===== config.mk =====
export PLATFORM = sky130hd
export DESIGN_NAME = lsu_mem_ctrl_flat
export DESIGN_NICKNAME = d
export VERILOG_FILES = /design/src/rtl/lsu_mem_ctrl_if.sv /design/src/rtl/lsu_mem_ctrl.sv /design/src/flat_wrapper.sv
export SDC_FILE = /design/constraint.sdc
export NUM_CORES = 1
export LEC_CHECK = 0
export ABC_AREA = 1
export BUFFER_PORTS_ARGS = -buffer_cell sky130_fd_sc_hd__buf_2
export CAP_MARGIN = 20
export CORE_MARGIN = 3
export CORE_UTILIZATION = 30
export DETAILED_ROUTE_END_ITERATION = 6
export PLACE_DENSITY = 0.55
export SLEW_MARGIN = 20
export SYNTH_ARGS = -nofsm -noshare
export SYNTH_HDL_FRONTEND = slang
export SYNTH_SLANG_ARGS = --single-unit

===== constraint.sdc =====
create_clock -name clk -period 3.7 [get_ports clk]
set_input_delay 0.37 -clock clk [delete_from_list [all_inputs] [get_ports clk]]
set_output_delay 0.37 -clock clk [all_outputs]
set_load 0.02 [all_outputs]

===== src/rtl/lsu_mem_ctrl_if.sv =====
// rtl/lsu_mem_ctrl_if.sv - request/response and data-RAM bus bundle for lsu_mem_ctrl
//
// Purpose: groups the core-side request/response handshake and the word-wide
// synchronous RAM port into one bundle.
// Modports:
//   master - core side: drives req_*, observes req_ready and rsp_*
//   slave  - controller side: accepts req_*, drives rsp_* and the RAM port
//   mem    - RAM side: observes mem_we/mem_addr/mem_wdata, returns mem_rdata
interface lsu_mem_ctrl_if;
    logic        req_valid;
    logic        req_ready;
    logic        req_we;
    logic [1:0]  req_size;
    logic        req_unsigned;
    logic [31:0] req_addr;
    logic [31:0] req_wdata;
    logic        rsp_valid;
    logic [31:0] rsp_rdata;
    logic        rsp_err;
    logic        mem_we;
    logic [31:0] mem_addr;
    logic [31:0] mem_wdata;
    logic [31:0] mem_rdata;

    modport master (
        output req_valid, req_we, req_size, req_unsigned, req_addr, req_wdata,
        input  req_ready, rsp_valid, rsp_rdata, rsp_err
    );

    modport slave (
        input  req_valid, req_we, req_size, req_unsigned, req_addr, req_wdata,
        output req_ready, rsp_valid, rsp_rdata, rsp_err,
        output mem_we, mem_addr, mem_wdata,
        input  mem_rdata
    );

    modport mem (
        input  mem_we, mem_addr, mem_wdata,
        output mem_rdata
    );
endinterface


===== src/rtl/lsu_mem_ctrl.sv =====
// rtl/lsu_mem_ctrl.sv - byte/half/word load-store initiator for a word-wide synchronous RAM
//
// Purpose: accepts one load or store at a time, performs sub-word stores as
// read-modify-write, extracts and extends load lanes, and flags misaligned or
// out-of-range accesses without touching memory.
// Ports:
//   clk   - rising-edge clock shared with the RAM
//   rst_n - synchronous active-low reset
//   bus   - lsu_mem_ctrl_if.slave: req_* handshake in, rsp_* completion out,
//           mem_we/mem_addr/mem_wdata/mem_rdata RAM port
module lsu_mem_ctrl #(
    parameter int MEM_ADDR_WIDTH = 16
) (
    input  logic          clk,
    input  logic          rst_n,
    lsu_mem_ctrl_if.slave bus
);
    typedef enum logic [1:0] {IDLE, RD, WR, RSP} state_t;

    state_t      state_q, state_d;
    logic [29:0] waddr_q, waddr_d;
    logic [1:0]  off_q, off_d;
    logic [1:0]  size_q, size_d;
    logic        we_q, we_d;
    logic        uns_q, uns_d;
    logic [31:0] wdata_q, wdata_d;
    logic [31:0] rdata_q, rdata_d;
    logic        err_q, err_d;
    logic        rsp_valid_q, rsp_valid_d;

    logic        req_err;
    logic [4:0]  sh_amt;
    logic [31:0] lane;
    logic [31:0] load_val;
    logic [31:0] lane_mask;
    logic [31:0] merged;

    // Anything above the RAM's byte range is an error; a shift keeps this
    // legal for every MEM_ADDR_WIDTH, including ones that leave no spare bits.
    assign req_err = (bus.req_size == 2'b11)
                  || (bus.req_size == 2'b01 && bus.req_addr[0])
                  || (bus.req_size == 2'b10 && bus.req_addr[1:0] != 2'b00)
                  || ((bus.req_addr >> (MEM_ADDR_WIDTH + 2)) != 32'd0);

    // Lane logic works on the latched byte offset; alignment is already
    // guaranteed for halves, so a plain byte shift serves both sizes.
    assign sh_amt = {off_q, 3'b000};
    assign lane   = bus.mem_rdata >> sh_amt;

    always_comb begin
        load_val = bus.mem_rdata;
        case (size_q)
            2'b00:   load_val = uns_q ? {24'd0, lane[7:0]}  : {{24{lane[7]}}, lane[7:0]};
            2'b01:   load_val = uns_q ? {16'd0, lane[15:0]} : {{16{lane[15]}}, lane[15:0]};
            default: load_val = bus.mem_rdata;
        endcase
    end

    assign lane_mask = ((size_q == 2'b00) ? 32'h0000_00FF : 32'h0000_FFFF) << sh_amt;
    assign merged    = (bus.mem_rdata & ~lane_mask) | ((wdata_q << sh_amt) & lane_mask);

    always_comb begin
        state_d   = state_q;
        waddr_d   = waddr_q;
        off_d     = off_q;
        size_d    = size_q;
        we_d      = we_q;
        uns_d     = uns_q;
        wdata_d   = wdata_q;
        rdata_d   = rdata_q;
        err_d     = err_q;
        case (state_q)
            IDLE: begin
                if (bus.req_valid) begin
                    waddr_d = bus.req_addr[31:2];
                    off_d   = bus.req_addr[1:0];
                    size_d  = bus.req_size;
                    we_d    = bus.req_we;
                    uns_d   = bus.req_unsigned;
                    wdata_d = bus.req_wdata;
                    rdata_d = 32'd0;
                    err_d   = req_err;
                    if (req_err)
                        state_d = RSP;
                    else if (bus.req_we && bus.req_size == 2'b10)
                        state_d = WR;
                    else
                        state_d = RD;
                end
            end
            RD: begin
                // The speculative read issued at accept returns here.
                if (we_q) begin
                    wdata_d = merged;
                    state_d = WR;
                end else begin
                    rdata_d = load_val;
                    state_d = RSP;
                end
            end
            WR:      state_d = RSP;
            default: state_d = IDLE;
        endcase
        rsp_valid_d = (state_d == RSP);
    end

    always_ff @(posedge clk) begin
        if (!rst_n) begin
            state_q     <= IDLE;
            waddr_q     <= '0;
            off_q       <= '0;
            size_q      <= '0;
            we_q        <= 1'b0;
            uns_q       <= 1'b0;
            wdata_q     <= '0;
            rdata_q     <= '0;
            err_q       <= 1'b0;
            rsp_valid_q <= 1'b0;
        end else begin
            state_q     <= state_d;
            waddr_q     <= waddr_d;
            off_q       <= off_d;
            size_q      <= size_d;
            we_q        <= we_d;
            uns_q       <= uns_d;
            wdata_q     <= wdata_d;
            rdata_q     <= rdata_d;
            err_q       <= err_d;
            rsp_valid_q <= rsp_valid_d;
        end
    end

    // Gating with rst_n blocks a write that was in flight when reset hit.
    assign bus.req_ready = rst_n && (state_q == IDLE);
    assign bus.mem_we    = rst_n && (state_q == WR);
    assign bus.mem_addr  = (state_q == IDLE) ? {bus.req_addr[31:2], 2'b00} : {waddr_q, 2'b00};
    assign bus.mem_wdata = wdata_q;
    assign bus.rsp_valid = rsp_valid_q;
    assign bus.rsp_rdata = rdata_q;
    assign bus.rsp_err   = err_q;
endmodule


===== src/flat_wrapper.sv =====
// flat-port wrapper written by rule: the top's interface ports become plain ports
module lsu_mem_ctrl_flat 
#(
    parameter int MEM_ADDR_WIDTH = 16
)
  (clk, rst_n, bus_req_valid, bus_req_we, bus_req_size, bus_req_unsigned, bus_req_addr, bus_req_wdata, bus_req_ready, bus_rsp_valid, bus_rsp_rdata, bus_rsp_err, bus_mem_we, bus_mem_addr, bus_mem_wdata, bus_mem_rdata);
  lsu_mem_ctrl_if bus_i ();
  input  logic clk;
  input  logic rst_n;
  input wire logic [$bits(bus_i.req_valid)-1:0] bus_req_valid;
  input wire logic [$bits(bus_i.req_we)-1:0] bus_req_we;
  input wire logic [$bits(bus_i.req_size)-1:0] bus_req_size;
  input wire logic [$bits(bus_i.req_unsigned)-1:0] bus_req_unsigned;
  input wire logic [$bits(bus_i.req_addr)-1:0] bus_req_addr;
  input wire logic [$bits(bus_i.req_wdata)-1:0] bus_req_wdata;
  output wire logic [$bits(bus_i.req_ready)-1:0] bus_req_ready;
  output wire logic [$bits(bus_i.rsp_valid)-1:0] bus_rsp_valid;
  output wire logic [$bits(bus_i.rsp_rdata)-1:0] bus_rsp_rdata;
  output wire logic [$bits(bus_i.rsp_err)-1:0] bus_rsp_err;
  output wire logic [$bits(bus_i.mem_we)-1:0] bus_mem_we;
  output wire logic [$bits(bus_i.mem_addr)-1:0] bus_mem_addr;
  output wire logic [$bits(bus_i.mem_wdata)-1:0] bus_mem_wdata;
  input wire logic [$bits(bus_i.mem_rdata)-1:0] bus_mem_rdata;
  assign bus_i.req_valid = bus_req_valid;
  assign bus_i.req_we = bus_req_we;
  assign bus_i.req_size = bus_req_size;
  assign bus_i.req_unsigned = bus_req_unsigned;
  assign bus_i.req_addr = bus_req_addr;
  assign bus_i.req_wdata = bus_req_wdata;
  assign bus_req_ready = bus_i.req_ready;
  assign bus_rsp_valid = bus_i.rsp_valid;
  assign bus_rsp_rdata = bus_i.rsp_rdata;
  assign bus_rsp_err = bus_i.rsp_err;
  assign bus_mem_we = bus_i.mem_we;
  assign bus_mem_addr = bus_i.mem_addr;
  assign bus_mem_wdata = bus_i.mem_wdata;
  assign bus_i.mem_rdata = bus_mem_rdata;
  lsu_mem_ctrl #(.MEM_ADDR_WIDTH(MEM_ADDR_WIDTH)) u_core (.clk(clk), .rst_n(rst_n), .bus(bus_i));
endmodule

==> flow_metrics.tcl <==
set metrics [dict create \
    viasPerCell 4.87 \
    path_class "reg2reg" \
    ctsHtreeMaxLevel 3 \
    cp_slowest_cell "nor2_4" \
    drcViolationCount 0 \
    p_leak_uw 0.00322 \
    io_pins 203 \
    grt.overflow.total 0 \
    hold_viol_final 0 \
    pre_cts_ws_ns 1.22 \
    yosysTopAreaCellShare_pct 35.6 \
    rsz0062_at_grt "no" \
    drt_iter0_drc 455 \
    setup_ws_ns 1.21 \
    critPathTopFamily "buffers and inverters" \
    hold_depth 3 \
    first_pass_iters 5 \
    drv_cap 0 \
    startpoint_type "flip-flop" \
    clockBufferDepth 2 \
    root_buffer "clkbuf_16" \
    grt_max_degree 71 \
    min_to "u_core.uns_q$_SDFFE_PN0P_" \
    drtAntennaViolNets 0 \
    period_needed_ns 2.49 \
    clkPwrFrac_pct 15.3 \
    cp_cell_sequence "inv_1, ha_1, buf_4, inv_2, nor2_4, nor2_4, inv_2, a21oi_1, a21oi_1" \
    placed_cells 1255 \
    wl_per_cell_um 15.8 \
    netlist_top_cells_area "dfxtp_1 36%, o21ai_0 12%, a21oi_1 11%" \
    maxSlewHeadroom_pct 34.1 \
    synth_ff_type "dfxtp_1" \
    worstSetupEndpointType "flip-flop" \
    async_reset_ff_share_pct 0 \
    p_int_uw 3170 \
    insertion_delay_ns 0.36 \
    synth-seq-cells 104 \
    p_seq_share_pct 28.7 \
    cts_setup_buffers 0 \
    power.switching_uw 3270 \
    antenna_found_initial 1 \
    rows 50 \
    timing.rr.start "u_core.state_q[1]$_SDFF_PN0_" \
    wl_um 20000 \
    tightestPinTransition_ns 0.986 \
    whs_ns 0.280 \
    dieHeight_um 146 \
    hp-start "bus_req_unsigned" \
    die_area_um2 21200 \
    yosys_warnings 0 \
    layout-drive-gt1-share_pct 27.0 \
    required_ns 3.94 \
    ctsResizeCount 0 \
    path_max_fanout 33 \
    rrSetupSlack_ns 1.21 \
    grt_pass1_wl_um 31800 \
    cpPeakStageDelay_ns 0.56 \
    max_freq_mhz 401 \
    drv_slew 0 \
    finalSetupViolCount 0 \
    core_um2 18900 \
    fin_crit_sh_pct 67.4 \
    tritoncts "built" \
    synth_edf_count 0 \
    status "completed" \
    avgSynthCellArea_um2 6.88 \
    portBuffers 200 \
    n_fill_cell 2135 \
    peakVddDrop_uv 390 \
    synth_top_area_cell "dfxtp_1" \
    final_cell_area_um2 7160 \
    fin_cells 1270 \
    postSynthCellCount 850 \
    first_global_vias 5789 \
    fin_skew_ns 0.00990 \
    r2r_cells 9 \
    grt_usage_pct 18.5 \
    synthDistinctLibCells 36 \
    dp_hpwl_um 14700 \
    cts_buffers 9 \
    power.density_nw_per_um2 900 \
    clkSlewWorstSetupHoldPaths_ns 0.07 \
    via_count 6191 \
    p_comb_share_pct 56.0 \
    initial_core_util_pct 30.9 \
    fin_tns_setup_ns 0 \
    swShare_pct 50.8 \
    cp.arrival_ns 2.73 \
    nNetsFinal 1113 \
    path_buf_inv 4 \
    yosysSeqAreaShare_pct 35.6 \
    cts.sinks 104 \
    place_area_um2 6860 \
    min_path_type "in2reg" \
    die_x_um 146 \
    holdBufCountCts 0 \
    place_congestion 0.860 \
    area_growth_pct 22.5 \
    antenna_cells 0 \
    netlist_area_um2 5840 \
]
[area by class of cell]
cell class / instances / area (um^2) / share of cell area (%)
clock inverter: 5 / 57.6 / 0.804
clock buffer: 10 / 239 / 3.34
inverter: 71 / 279 / 3.90
sequential: 104 / 2080 / 29.1
timing repair buffer: 206 / 1050 / 14.6
multi-input combinational: 614 / 3130 / 43.7
tap: 260 / 325 / 4.54
[worst max-delay path by stage]
stage / endpoint / slack, ns / startpoint / cells after the start
global placement: flip-flop / 1.28 / u_core.state_q[1]$_SDFF_PN0_ / 9
global route: flip-flop / 0.98 / u_core.state_q[1]$_SDFF_PN0_ / 9
floorplan: bus_mem_addr[22] / 1.93 / u_core.state_q[0]$_SDFF_PN0_ / 5
finish: flip-flop / 1.21 / u_core.state_q[1]$_SDFF_PN0_ / 9
detailed placement: flip-flop / 1.22 / u_core.state_q[1]$_SDFF_PN0_ / 9
CTS: flip-flop / 1.21 / u_core.state_q[1]$_SDFF_PN0_ / 9
[per-stage QoR]
step	util [%]	power, uW
after global placement	36.3	5460
after detailed placement	36.3	5500
after floorplan	-	4570
after global routing	37.9	6990
after CTS	37.9	6510
final	37.9	6440
[power by group through the flow]
stage / clock network, uW / logic (uW) / registers, uW
finish: 985 / 3610 / 1850
global route: 1050 / 4040 / 1910
CTS: 1010 / 3640 / 1850
detailed placement: 0 / 3630 / 1870
global placement: 0 / 3590 / 1870
floorplan: 0 / 2420 / 2150
[cells in the mapped netlist, types with 7 or more instances]
library cell / instances
nand3_1: 9
buf_4: 7
buf_2: 17
a21oi_2: 10
clkbuf_1: 26
a21oi_1: 130
buf_6: 8
o211ai_1: 40
nor2_1: 65
inv_1: 60
o21ai_1: 11
nand2_1: 172
dfxtp_1: 104
o21ai_0: 136
nand2_2: 10
[cells by family after synthesis]
logic type                 count (synthesis)  share of synthesized area, %
AOI/OAI and AO/OA                        333                          31.7
adders and majority gates                  4                         0.856
and+or+nand+nor                          275                          20.8
buffers and inverters                    133                          10.9
DFF                                      104                          35.6
other                                      1                        0.0642
[worst reg2reg max path, cell delays in order (launching register included)]
cell     delay [ns]
dfxtp_1        0.35
inv_1          0.09
ha_1           0.19
buf_4          0.23
inv_2          0.11
nor2_4         0.05
nor2_4         0.56
inv_2          0.45
a21oi_1        0.26
a21oi_1        0.09
[layout by cell type (no fill, tap or decap), types with 4 or more instances in the layout]
master       n
buf_2      200
nand2_1    172
o21ai_0    136
a21oi_1    130
dfxtp_1    104
nor2_1      65
inv_1       60
o211ai_1    40
o21ai_1     11
nand2_2     10
a21oi_2     10
nand3_1      9
clkbuf_16    9
nor2_4       6
inv_2        6
buf_4        6
a21oi_4      4
[per-layer routing]
layer | track usage (%) | routed length (um) | vias to the layer above
li1 | - | - | 3146
met3 | 4.76 | 1550 | 28
met2 | 29.0 | 9100 | 226
met1 | 25.3 | 9010 | 2789
met4 | 5.13 | 347 | 2
met5 | 0 | 20 | -
Power figures use the tool's default switching activity.
